## config.mk

```make
export PLATFORM = sky130hd
export DESIGN_NAME = cmb_scan_sequencer
export DESIGN_NICKNAME = d
export VERILOG_FILES = /design/src/rtl/cmb_scan_sequencer.sv
export SDC_FILE = /design/constraint.sdc
export NUM_CORES = 1
export LEC_CHECK = 0
export ABC_AREA = 1
export BUFFER_PORTS_ARGS = -buffer_cell sky130_fd_sc_hd__buf_2
export CAP_MARGIN = 25
export CORE_ASPECT_RATIO = 0.7
export CORE_MARGIN = 1
export CORE_UTILIZATION = 25
export DETAILED_ROUTE_END_ITERATION = 10
export PLACE_DENSITY_LB_ADDON = 0.15
export SETUP_SLACK_MARGIN = 0.1
export SYNTH_ARGS = -nofsm -noshare
export SYNTH_HDL_FRONTEND = slang
export SYNTH_SLANG_ARGS = --single-unit
```

## constraint.sdc

```tcl
create_clock -name clk50_in -period 2.3 [get_ports clk50_in]
set_clock_uncertainty 0.05 [all_clocks]
set_input_delay 0.46 -clock clk50_in [delete_from_list [all_inputs] [get_ports clk50_in]]
set_output_delay 0.46 -clock clk50_in [all_outputs]
set_load 0.02 [all_outputs]
```

## src/rtl/cmb_scan_sequencer.sv

```systemverilog
// cmb_scan_sequencer: steps the rotation stage and sweeps enabled RF-switch channels with one ADC trigger each per position.
// Ports:
//   clk50_in      - 50 MHz system clock
//   rst_n_in      - asynchronous active-low reset
//   start_in      - one-cycle start pulse, honoured only in IDLE without stop_in
//   stop_in       - one-cycle abort pulse
//   zero_in       - clears rot_count_out while IDLE
//   mode_in       - 0 single revolution, 1 continuous (latched at start)
//   ch_mask_in    - enabled channels (latched at start)
//   stp_clk_out   - stepper step clock
//   rot_clk_out   - one-cycle pulse when the position count wraps to 0
//   rot_count_out - current position 0..NUM_POS-1
//   rf_sw_out     - one-hot RF switch select
//   adc_trg_out   - ADC trigger
//   busy_out      - high while a run is in progress
//   done_out      - one-cycle pulse when a single run completes
module cmb_scan_sequencer #(
    parameter int NUM_CH    = 4,
    parameter int CNT_W     = 10,
    parameter int NUM_POS   = 1000,
    parameter int STEP_HI   = 2500,
    parameter int STEP_LO   = 2500,
    parameter int SETTLE    = 5000,
    parameter int SW_SETTLE = 50,
    parameter int TRG_W     = 4
) (
    input  logic              clk50_in,
    input  logic              rst_n_in,
    input  logic              start_in,
    input  logic              stop_in,
    input  logic              zero_in,
    input  logic              mode_in,
    input  logic [NUM_CH-1:0] ch_mask_in,
    output logic              stp_clk_out,
    output logic              rot_clk_out,
    output logic [CNT_W-1:0]  rot_count_out,
    output logic [NUM_CH-1:0] rf_sw_out,
    output logic              adc_trg_out,
    output logic              busy_out,
    output logic              done_out
);
    localparam int CW = NUM_CH > 1 ? $clog2(NUM_CH) : 1;
    localparam logic [2:0] S_IDLE = 3'd0, S_SW = 3'd1, S_TRIG = 3'd2,
                           S_STH = 3'd3, S_STL = 3'd4, S_SET = 3'd5;

    logic [2:0]        state, ns;
    logic [31:0]       tmr, nt;
    logic [CW-1:0]     ch, nc;
    logic [NUM_CH-1:0] mask;
    logic [CNT_W:0]    pos_done;
    logic [CW:0]       ini, fst, nxt;
    logic              mode, pend, pend_n, adv, done_n, start, wrap;

    // {found, index} of the lowest set mask bit at or above lo
    function automatic logic [CW:0] pick(input logic [NUM_CH-1:0] m, input int lo);
        pick = '0;
        for (int i = NUM_CH - 1; i >= 0; i--)
            if (m[i] && i >= lo) pick = {1'b1, CW'(i)};
    endfunction

    assign ini   = pick(ch_mask_in, 0);
    assign fst   = pick(mask, 0);
    assign nxt   = pick(mask, int'(ch) + 1);
    assign start = state == S_IDLE && start_in && !stop_in;
    assign wrap  = rot_count_out == CNT_W'(NUM_POS - 1);

    always_comb begin
        ns     = state;
        nt     = tmr + 32'd1;
        nc     = ch;
        pend_n = pend;
        adv    = 1'b0;
        done_n = 1'b0;
        case (state)
            S_IDLE: begin
                nt = '0;
                if (start) begin
                    ns     = ini[CW] ? S_SW : S_STH;
                    nc     = ini[CW-1:0];
                    pend_n = 1'b0;
                end
            end
            S_SW:
                if (stop_in) ns = S_IDLE;
                else if (tmr == 32'(SW_SETTLE - 1)) begin
                    ns = S_TRIG;
                    nt = '0;
                end
            S_TRIG:
                if (stop_in) ns = S_IDLE;
                else if (tmr == 32'(TRG_W - 1)) begin
                    ns = nxt[CW] ? S_SW : S_STH;
                    nc = nxt[CW-1:0];
                    nt = '0;
                end
            S_STH: begin
                // a stop during the high phase is deferred so the motor finishes the step it began
                if (stop_in) pend_n = 1'b1;
                if (tmr == 32'(STEP_HI - 1)) begin
                    ns = S_STL;
                    nt = '0;
                end
            end
            S_STL:
                if (stop_in && !pend) ns = S_IDLE;
                else if (tmr == 32'(STEP_LO - 1)) begin
                    adv = 1'b1;
                    ns  = pend ? S_IDLE : S_SET;
                    nt  = '0;
                end
            S_SET:
                if (stop_in) ns = S_IDLE;
                else if (tmr == 32'(SETTLE - 1)) begin
                    nt = '0;
                    if (!mode && pos_done == (CNT_W + 1)'(NUM_POS)) begin
                        ns     = S_IDLE;
                        done_n = 1'b1;
                    end else begin
                        ns = fst[CW] ? S_SW : S_STH;
                        nc = fst[CW-1:0];
                    end
                end
            default: ns = S_IDLE;
        endcase
    end

    always_ff @(posedge clk50_in or negedge rst_n_in) begin
        if (!rst_n_in) begin
            state         <= S_IDLE;
            tmr           <= '0;
            ch            <= '0;
            mask          <= '0;
            mode          <= 1'b0;
            pend          <= 1'b0;
            pos_done      <= '0;
            stp_clk_out   <= 1'b0;
            rot_clk_out   <= 1'b0;
            rot_count_out <= '0;
            rf_sw_out     <= '0;
            adc_trg_out   <= 1'b0;
            busy_out      <= 1'b0;
            done_out      <= 1'b0;
        end else begin
            state <= ns;
            tmr   <= nt;
            ch    <= nc;
            pend  <= pend_n;
            if (start) begin
                mask     <= ch_mask_in;
                mode     <= mode_in;
                pos_done <= '0;
            end
            if (adv) begin
                rot_count_out <= wrap ? '0 : rot_count_out + 1'b1;
                pos_done      <= pos_done + 1'b1;
            end else if (state == S_IDLE && zero_in) rot_count_out <= '0;
            // outputs are decoded from the next state so they line up with the state register
            rot_clk_out <= adv && wrap;
            stp_clk_out <= ns == S_STH;
            adc_trg_out <= ns == S_TRIG;
            rf_sw_out   <= (ns == S_SW || ns == S_TRIG) ? NUM_CH'(1) << nc : '0;
            busy_out    <= ns != S_IDLE;
            done_out    <= done_n;
        end
    end
endmodule

```

==> results.yml, run 1 <==
run_status:
  status: "finished, violations left"
  violations: "DRC"
sta:
  finalCritPeriodShare_pct: 90.4
  fmax_mhz: 481
  drv_slew: 0
  whs_ps: 84.5
  finalSetupViolCount: 0
  hold_viol_final: 0
  max_slew_margin_pct: 65.7
  tns_ps: 0
  layout_min_cycle_time_ps: 2080
  tightest_slew_ps: 507
  rsz0062_at_grt: "yes"
setup_path:
  reg2regPathDepth: 11
  crit_start: "tmr[24]"
  critPathMaxFanout: 14
  worstPathArrival_ps: 2250
  cp-start-kind: "flop"
  worstSetupPathType: "flop to flop"
  critical_path.endpoint_type: "flop"
  crit_end: "tmr[30]"
  r2r_end: "tmr[30]"
  reg2reg_from: "tmr[24]"
  r2r_slack_ps: 220
  critical_path_required_ps: 2470
final_layout:
  layout-area-overhead-vs-synth_pct: 23.2
  diodes: 0
  final_area_mm2: 0.00576
  final_layout_size_suffix_gt1_share_pct: 23.8
  fin_cells: 954
  final_common_cell: "nand2_1"
  fin_nets: 728
  final_cell_mix: "145 x nand2_1, 95 x inv_1, 74 x nor2_1"
placement:
  dp.cells: 923
  dpl_cell_area_mm2: 0.00521
  place_congestion: 0.858
  hpwl_mm: 9.50
  io_buffers: 28
clock_tree:
  clk_latency_ps: 340
  clock-root-buffer: "clkbuf_16"
  cts_tree: "yes"
  cts_made_buffers: 9
  htree_levels: 3
  clockBufferDepth: 2
  clk_pin_slew_worst_paths_ps: 60
  clock_sinks: 73
synthesis:
  synth_cell_types: 40
  synthesis.nets: 661
  synth_area_mm2: 0.00467
  synth_seq_cells: 73
  yosys_warnings: 0
  synthCells: 646
  avgSynthCellArea_um2: 7.23
  seq_area_frac_synth_pct: 39.1
floorplan:
  initial_utilization_pct: 25.7
  core_area_mm2: 0.0182
  rows: 41
  io_pins: 29
  die_h_um: 116
  die_w_um: 165
  dieArea_mm2: 0.0193
drt:
  drt_first_iter_violations: 372
  vias: 4212
  antenna_left: 0
  drc: 8
  wl_mm: 12.6
  wl_per_cell_um: 13.2
  viasPerCell: 4.42
  dr.pass1.iters: 8
global_route:
  grt_max_degree: 74
  track_usage_pct: 13.9
  antenna_found_initial: 0
  grt_pass1_wl_mm: 20.3
  gr-total-overflow: 0
  grt_pass1_vias: 3852
pwr:
  vdd_ir_drop_max_v: 0.000254
  p_leak_nw: 2.84
  power_density_mw_per_mm2: 492
  fin_total_pwr_mw: 2.83
job:
  max_cap_viol_count: 0
hold_path:
  min_path_type: "input pin to async pin"
==> state kept, by name (all words and copies together) (netlist names), 2 cells and up <==
signal	count
ch	2
mask	4
pos_done	11
rf_sw_out	4
rot_count_out	10
state	3
tmr	32
==> stage by stage <==
| stage | setup slack [ps] | util, % |
|---|---|---|
| floorplan | 365 | - |
| finish | 220 | 31.7 |
| global route | 69.0 | 31.7 |
| global placement | 126 | 28.7 |
| CTS | 115 | 30.5 |
| detailed placement | 98.7 | 28.7 |
==> cells in the mapped netlist <==
| cell type | count | share of area [%] |
|---|---|---|
| a32o_1 | 1 | 0.21 |
| nand4_4 | 2 | 0.91 |
| nor4b_1 | 1 | 0.19 |
| nor3b_1 | 1 | 0.16 |
| nor3_2 | 3 | 0.64 |
| nor2_4 | 4 | 0.96 |
| o32ai_2 | 1 | 0.35 |
| clkbuf_1 | 1 | 0.080 |
| xnor2_1 | 4 | 0.75 |
| o21ai_1 | 3 | 0.32 |
| nor3_1 | 14 | 1.5 |
| nand4_1 | 17 | 2.3 |
| nand3_1 | 58 | 6.2 |
| nor2_2 | 23 | 3.1 |
| ha_1 | 5 | 1.3 |
| nand2_4 | 1 | 0.24 |
| o21ai_0 | 27 | 2.9 |
| xor2_1 | 17 | 3.2 |
| a21boi_0 | 1 | 0.16 |
| o32ai_1 | 1 | 0.19 |
| or2_2 | 6 | 0.80 |
| nand3_4 | 2 | 0.75 |
| nor2_1 | 82 | 6.6 |
| inv_1 | 96 | 7.7 |
| clkinv_2 | 3 | 0.32 |
| a21oi_1 | 7 | 0.75 |
| o21ai_2 | 2 | 0.37 |
| nand2_2 | 6 | 0.80 |
| nor4_1 | 5 | 0.67 |
| o22ai_1 | 6 | 0.80 |
| clkinv_1 | 1 | 0.080 |
| nand3_2 | 4 | 0.86 |
| dfrtp_1 | 73 | 39 |
| o211ai_1 | 1 | 0.16 |
| nand2_1 | 150 | 12 |
| buf_2 | 2 | 0.21 |
| buf_8 | 1 | 0.32 |
| inv_2 | 6 | 0.48 |
| buf_6 | 3 | 0.72 |
| nand3b_1 | 5 | 0.80 |
==> cell families (layout without fill, tap and decap cells) <==
kind of cell    Yosys count  in the layout  synth area share (%)
simple gates            384            384                  39.5
fa+ha+maj                 5              5                  1.34
buf+inv                 113            185                  9.93
xor+xnor                 21             21                  3.94
flops                    73             73                  39.1
compound gates           50             50                  6.21
==> power breakdown <==
part           internal (mW)  leakage, nW          switching, mW
Sequential              1.28        0.854  0.0000000000000000310
Clock                  0.927        0.151                  0.573
Combinational         0.0121         1.83                 0.0382
Total                   2.22         2.84                  0.611
==> critical path, stage by stage, from the launching register on <==
cell and delay (ps):
dfrtp_2 440, nor2_1 110, nand2_1 90, nor2_4 180, buf_4 150, nand4_1 160, o21ai_2 170, nand2_1 70
nor2_2 120, nand3_4 110, inv_4 220, nor2_1 90
==> layout make-up <==
class,count,area (µm²)
Clock buffer,12,267
Clock inverter,4,50.0
Fill cell,1991,12400
Inverter,106,403
Sequential cell,73,1840
Timing Repair Buffer,63,425
Multi-Input combinational cell,460,2480
Tap cell,236,295
==> worst min-delay path by stage <==
stage | from | to | slack (ps) | cells after the start
after detailed placement | mode | mode | 430 | 2
after CTS | rst_n_in | state[0] | 110 | 2
after global placement | mode | mode | 430 | 2
after floorplan | rst_n_in | adc_trg_out | 110 | 0
after global routing | rst_n_in | tmr[31] | 110 | 2
final | rst_n_in | tmr[27] | 80 | 2
==> repair_timing <==
item                                    in CTS  in global routing
pin swaps                                    0                  7
hold buffers                                 0                  0
endpoints found under the setup margin       3                 45
gates resized for setup                      1                 39
cloned                                       0                  0
setup buffers                                0                 15
==> metal layers <==
layer | up-vias | wire length (µm) | global-route usage [%]
met5 | - | 0 | 0
met4 | 0 | 83 | 3.70
met3 | 7 | 644 | 3.20
met2 | 98 | 4620 | 18.1
met1 | 1915 | 7230 | 22.0
li1 | 2192 | - | -
(Power assumes the default switching activity.)
==> run 2: changes to the inputs <==
--- a/config.mk
+++ b/config.mk
@@ -5,7 +5,6 @@
 export SDC_FILE = /design/constraint.sdc
 export NUM_CORES = 1
 export LEC_CHECK = 0
-export ABC_AREA = 1
 export BUFFER_PORTS_ARGS = -buffer_cell sky130_fd_sc_hd__buf_2
 export CAP_MARGIN = 25
 export CORE_ASPECT_RATIO = 0.7
==> constraint.sdc (replaced) <==
create_clock -name clk50_in -period 2.2 [get_ports clk50_in]
set_clock_uncertainty 0.05 [all_clocks]
set_input_delay 0.44 -clock clk50_in [delete_from_list [all_inputs] [get_ports clk50_in]]
set_output_delay 0.44 -clock clk50_in [all_outputs]
set_load 0.02 [all_outputs]
==> results.yml, run 2 <==
run_status:
  status: "finished, violations left"
  violations: "setup timing"
setup_path:
  critical_path_required_ps: 2400
  r2r_end: "rf_sw_out[2]"
  worstPathArrival_ps: 2660
  critical_path.endpoint_type: "flop"
  crit_slowest_cell: "or4b_1"
  worstSetupPathType: "flop to flop"
  reg2regPathDepth: 9
  r2r_slack_ps: -260
  crit_chain: "inv_2, ha_2, or4b_1, or3_4, nand4_1, o221ai_2, nor2_4, xnor2_4, nor4b_4"
  slowest_delay_ps: 420
  reg2reg_from: "pos_done[0]"
  critPathMaxFanout: 4
  cp-start-kind: "flop"
pwr:
  switchingPower_mw: 1.86
  fin_total_pwr_mw: 5.21
  combinationalPowerShare_pct: 41.9
  p_sw_share_pct: 35.8
  vdd_ir_drop_max_v: 0.000397
  power_density_mw_per_mm2: 855
  p_leak_nw: 2.69
  pwr-share-seq_pct: 31.4
  pwr-share-clk_pct: 26.8
  intPower_mw: 3.34
hold_path:
  hold_end: "mode"
  min_path_type: "input pin to flop"
  hold_start: "mode_in"
  hold_depth: 2
final_layout:
  final_layout_size_suffix_gt1_share_pct: 43.0
  fin_util_pct: 36.9
  top_regs: "tmr x32, pos_done x11, rot_count_out x10"
  fin_nets: 578
  largest_reg_flops: 32
  final_cell_mix: "78 x buf_4, 73 x dfrtp_1, 33 x nand2_1"
  final_common_cell: "buf_4"
  diodes: 0
  layout-area-overhead-vs-synth_pct: 43.1
  regMostFlops: "tmr"
synthesis:
  yosys_warnings: 0
  synth_edf_count: 0
  synthCells: 437
  synthesis.nets: 452
  async_flop_share_pct: 100
  synth_area_mm2: 0.00426
  ys.flop_type: "dfrtp_1"
  synth_xor_area_share_pct: 7.64
  seq_area_frac_synth_pct: 42.9
  synth_commonest_cells: "73 x dfrtp_1, 39 x nand2_1, 36 x nor2_1"
  muxShareOfSynthArea_pct: 1.06
  yosysTopAreaCell: "dfrtp_1"
  yosys.area_share.simple_pct: 32.8
  yosys-top-cells-area: "dfrtp_1 43%, xor2_1 4.5%, nor2_2 4.4%"
  synth-adder-area-share_pct: 1.47
  synth_top_family_by_area: "simple AND/OR/NAND/NOR gates"
  synth_compound_area_share_pct: 10.8
  synth_cell_types: 69
  synth_top_area_share_pct: 42.9
  avgSynthCellArea_um2: 9.74
  synth_seq_cells: 73
  yosysMostFrequentCell: "dfrtp_1"
drt:
  dr.pass1.iters: 4
  wl_mm: 12.1
  drt_first_iter_violations: 205
  antenna_left: 0
  drc: 0
  viasPerCell: 4.69
  wl_per_cell_um: 15.2
  vias: 3711
sta:
  layout_min_cycle_time_ps: 2460
  tightest_slew_ps: 430
  max_slew_margin_pct: 71.3
  drv_slew: 0
  fin_ws_ps: -263
  rsz0062_at_grt: "yes"
  tns_ps: -8490
  whs_ps: 280
  hold_viol_final: 0
  finalSetupViolCount: 58
  finalCritPeriodShare_pct: 112
  fmax_mhz: 406
floorplan:
  core_area_mm2: 0.0165
  die_w_um: 158
  initial_utilization_pct: 25.8
  rows: 39
  io_pins: 29
  dieArea_mm2: 0.0176
  die_h_um: 111
global_route:
  grt_max_degree: 45
  grt_pass1_vias: 3732
  antenna_found_initial: 0
  track_usage_pct: 14.6
  gr-total-overflow: 0
  grt_pass1_wl_mm: 19.8
clock_tree:
  clock-root-buffer: "clkbuf_16"
  clk_latency_ps: 340
  cts_tree: "yes"
  cts_made_buffers: 9
  clockBufferDepth: 2
  htree_levels: 3
  clock_sinks: 73
  clk_pin_slew_worst_paths_ps: 60
placement:
  io_buffers: 28
  place_congestion: 0.829
  hpwl_mm: 8.42
job:
  max_cap_viol_count: 0
==> run 2: cell types whose count changed after synthesis, sizes merged, moves of 8 or more <==
| cell | delta |
|---|---|
| nor4 | +8 |
| inv | -88 |
| nor2 | -41 |
| nand2 | -118 |
| nand3 | -33 |
| and3 | +17 |
| xnor2 | +9 |
| nor3 | -9 |
==> run 2: cell type report <==
| type | instances | area (µm²) |
|---|---|---|
| clock buffers | 13 | 270 |
| clock inverters | 2 | 12.5 |
| fillers | 1716 | 10400 |
| inverters | 14 | 57.6 |
| multi-input cells | 340 | 2620 |
| flip-flops and latches | 73 | 1830 |
| well taps | 225 | 282 |
| repair buffers | 125 | 1020 |
==> run 2: power groups by stage <==
stage	Sequential (mW)	Combinational, mW	Clock, mW
2_1_floorplan	1.67	1.02	0
3_3_place_gp	1.65	1.50	0
5_1_grt	1.65	2.33	1.49
4_1_cts	1.63	2.06	1.46
3_5_place_dp	1.64	1.50	0
6_report	1.63	2.18	1.39
==> run 2: metal layers <==
| metal | global-route usage, % | up-vias | wire (µm) |
|---|---|---|---|
| met2 | 20.2 | 66 | 4910 |
| met3 | 3.48 | 20 | 465 |
| met1 | 21.9 | 1790 | 6520 |
| li1 | - | 1835 | - |
| met4 | 4.74 | 0 | 176 |
| met5 | 0 | - | 0 |
==> run 2: what timing repair did <==
action                                  4_1_cts  5_1_grt
pin swaps                                    19       19
hold endpoints to repair                     12        0
hold buffers                                  1        0
endpoints found under the setup margin       64       65
buffers inserted                              7        6
gates resized for setup                      39       56
cloned                                        4        0
==> run 2: cell families (layout without fill, tap and decap cells) <==
group	after synthesis	in the layout
simple gates	228	228
compound gates	67	68
mux	4	4
xor+xnor	35	35
buf+inv	25	154
flops	73	73
fa+ha+maj	5	5
==> run 2: worst max-delay path by stage <==
| stage | end | start | slack [ps] |
|---|---|---|---|
| after CTS | rf_sw_out[2] | pos_done[0] | -310 |
| final | rf_sw_out[2] | pos_done[0] | -260 |
| after global placement | rf_sw_out[2] | pos_done[0] | -240 |
| after detailed placement | rf_sw_out[1] | tmr[3] | -290 |
| after floorplan | tmr[5] | tmr[10] | -170 |
| after global routing | rf_sw_out[0] | pos_done[0] | -380 |
==> run 2: stage by stage <==
stage	cells	instance area, µm²	setup slack (ps)
6_report	792	6090	-263
3_5_place_dp	762	5270	-290
2_1_floorplan	437	4280	-174
4_1_cts	789	5840	-305
3_3_place_gp	762	5270	-241
5_1_grt	792	6090	-381
==> run 2: worst max-delay path, delay by kind of cell, from the launching register on <==
family,cells,cell delay (ps)
simple gates,5,1450
flops,1,380
compound gates,1,170
fa+ha+maj,1,140
xor+xnor,1,130
buf+inv,1,60
==> run 3: changes to the inputs <==
--- a/config.mk
+++ b/config.mk
@@ -11,7 +11,7 @@
 export CORE_MARGIN = 1
 export CORE_UTILIZATION = 25
 export DETAILED_ROUTE_END_ITERATION = 10
-export PLACE_DENSITY_LB_ADDON = 0.15
+export PLACE_DENSITY = 0.52
 export SETUP_SLACK_MARGIN = 0.1
 export SYNTH_ARGS = -nofsm -noshare
 export SYNTH_HDL_FRONTEND = slang
==> results.yml, run 3 (synthesis gave the netlist of run 2 again) <==
run_status:
  status: "finished, violations left"
  violations: "setup timing"
clock_tree:
  clock-root-buffer: "clkbuf_16"
  cts_tree: "yes"
  htree_levels: 3
  clockBufferDepth: 2
  cts_made_buffers: 9
  clock_sinks: 73
  clk_latency_ps: 350
  clk_pin_slew_worst_paths_ps: 60
placement:
  dpl_cell_area_mm2: 0.00532
  place_congestion: 0.914
  hpwl_mm: 8.31
  io_buffers: 28
sta:
  drv_slew: 0
  fmax_mhz: 395
  tns_ps: -12800
  hold_viol_final: 0
  tightest_slew_ps: 391
  whs_ps: 283
  finalSetupViolCount: 61
  layout_min_cycle_time_ps: 2530
  max_slew_margin_pct: 73.8
  fin_ws_ps: -331
  rsz0062_at_grt: "yes"
  finalCritPeriodShare_pct: 115
final_layout:
  final_common_cell: "buf_4"
  fin_util_pct: 36.7
  fin_nets: 583
  regArea_mm2: 0.00183
  nFillCells: 1684
  multi_input_area_mm2: 0.00250
  regMostFlops: "tmr"
  layout-area-overhead-vs-synth_pct: 42.2
  final_cell_mix: "88 x buf_4, 73 x dfrtp_1, 35 x nor2_1, 35 x nand2_1, 28 x nor2_2"
  top_regs: "tmr x32, pos_done x11, rot_count_out x10"
  final_layout_size_suffix_gt1_share_pct: 41.0
  final_area_mm2: 0.00605
  diodes: 0
  largest_reg_flops: 32
pwr:
  vdd_ir_drop_max_v: 0.000510
  power_density_mw_per_mm2: 886
  p_leak_nw: 2.72
setup_path:
  cp.depth: 10
  reg2reg_from: "tmr[10]"
  worstPathArrival_ps: 2720
  crit_slowest_cell: "dfrtp_1"
  critical_path_required_ps: 2390
  crit_chain: "nor4_4, nand4_4, buf_4, buf_4, nor2_2, a41oi_2, nor4_4, buf_4, clkbuf_16, nor2_1"
  worstSetupPathType: "flop to flop"
  r2r_slack_ps: -330
  critPathMaxFanout: 8
  critical_path.endpoint_type: "flop"
  cp-start-kind: "flop"
  crit_start: "tmr[10]"
  crit_end: "tmr[7]"
  critical-path-top-delay-family: "simple AND/OR/NAND/NOR gates"
  slowest_delay_ps: 410
  cp_common_cell: "buf_4"
  reg2regPathDepth: 10
  r2r_end: "tmr[7]"
  crit_buf_inv: 4
global_route:
  track_usage_pct: 14.2
  grt_pass1_vias: 3645
  antenna_found_initial: 0
  gr-total-overflow: 0
  grt_max_degree: 35
  grt_pass1_wl_mm: 19.1
drt:
  viasPerCell: 4.75
  drc: 0
  drt_first_iter_violations: 321
  antenna_left: 0
  vias: 3788
  wl_per_cell_um: 14.9
  dr.pass1.iters: 4
  wl_mm: 11.9
floorplan:
  dieArea_mm2: 0.0176
  io_pins: 29
  die_h_um: 111
  die_w_um: 158
  initial_utilization_pct: 25.8
  core_area_mm2: 0.0165
  rows: 39
hold_path:
  hold_depth: 2
  min_path_type: "input pin to flop"
job:
  max_cap_viol_count: 0
==> run 3: changes by cell type in the layout (fill, tap and decap cells not counted), moves of 3 or more <==
cell,change
buf_4,+10
buf_6,-4
bufinv_16,+3
nor2_1,+3
nor2_2,+10
nor2_4,-13
o21ai_0,+3
==> run 3: timing repair <==
item	4_1_cts	5_1_grt
setup buffers	5	6
gates resized for setup	36	24
gates cloned	1	3
pin swaps	24	10
endpoints found under the hold margin	17	0
hold buffers	1	0
setup endpoints to repair	65	67
==> run 3: metal layers <==
layer / up-vias / wire (µm) / GRT usage (%)
met3: 9 / 605 / 4.03
met5: - / 0 / 0
met4: 0 / 153 / 4.62
met2: 94 / 4920 / 19.1
li1: 1845 / - / -
met1: 1840 / 6230 / 21.2
==> run 3: cell type report <==
cell class                 instances  share of cell area, %
sequential                        73                   30.2
inverter                          14                  0.909
multi-input combinational        340                   41.3
clock buffer                      12                   4.40
timing repair buffer             130                   16.9
tap                              225                   4.65
clock inverter                     4                   1.61
==> run 3: report_power, final <==
group / leakage, nW / total [mW] / switching [mW] / internal (mW)
sequential: 0.999 / 1.63 / 0.141 / 1.49
combinational: 1.55 / 1.95 / 1.06 / 0.890
clock: 0.175 / 1.79 / 0.588 / 1.20
==> run 3: worst min path at each step <==
stage	startpoint	end	slack, ps
finish	mode_in	mode	280
global route	mode_in	mode	290
CTS	mode_in	mode	270
detailed placement	rst_n_in	tmr[24]	290
global placement	rst_n_in	tmr[25]	290
floorplan	rst_n_in	adc_trg_out	90
==> run 3: stage by stage <==
stage                     setup WS, ps  total power [mW]  instances
after global routing              -423              5.63        798
final                             -331              5.37        798
after floorplan                   -174              2.68        437
after CTS                         -306              5.08        790
after global placement            -313              3.15        767
after detailed placement          -330              3.16        767
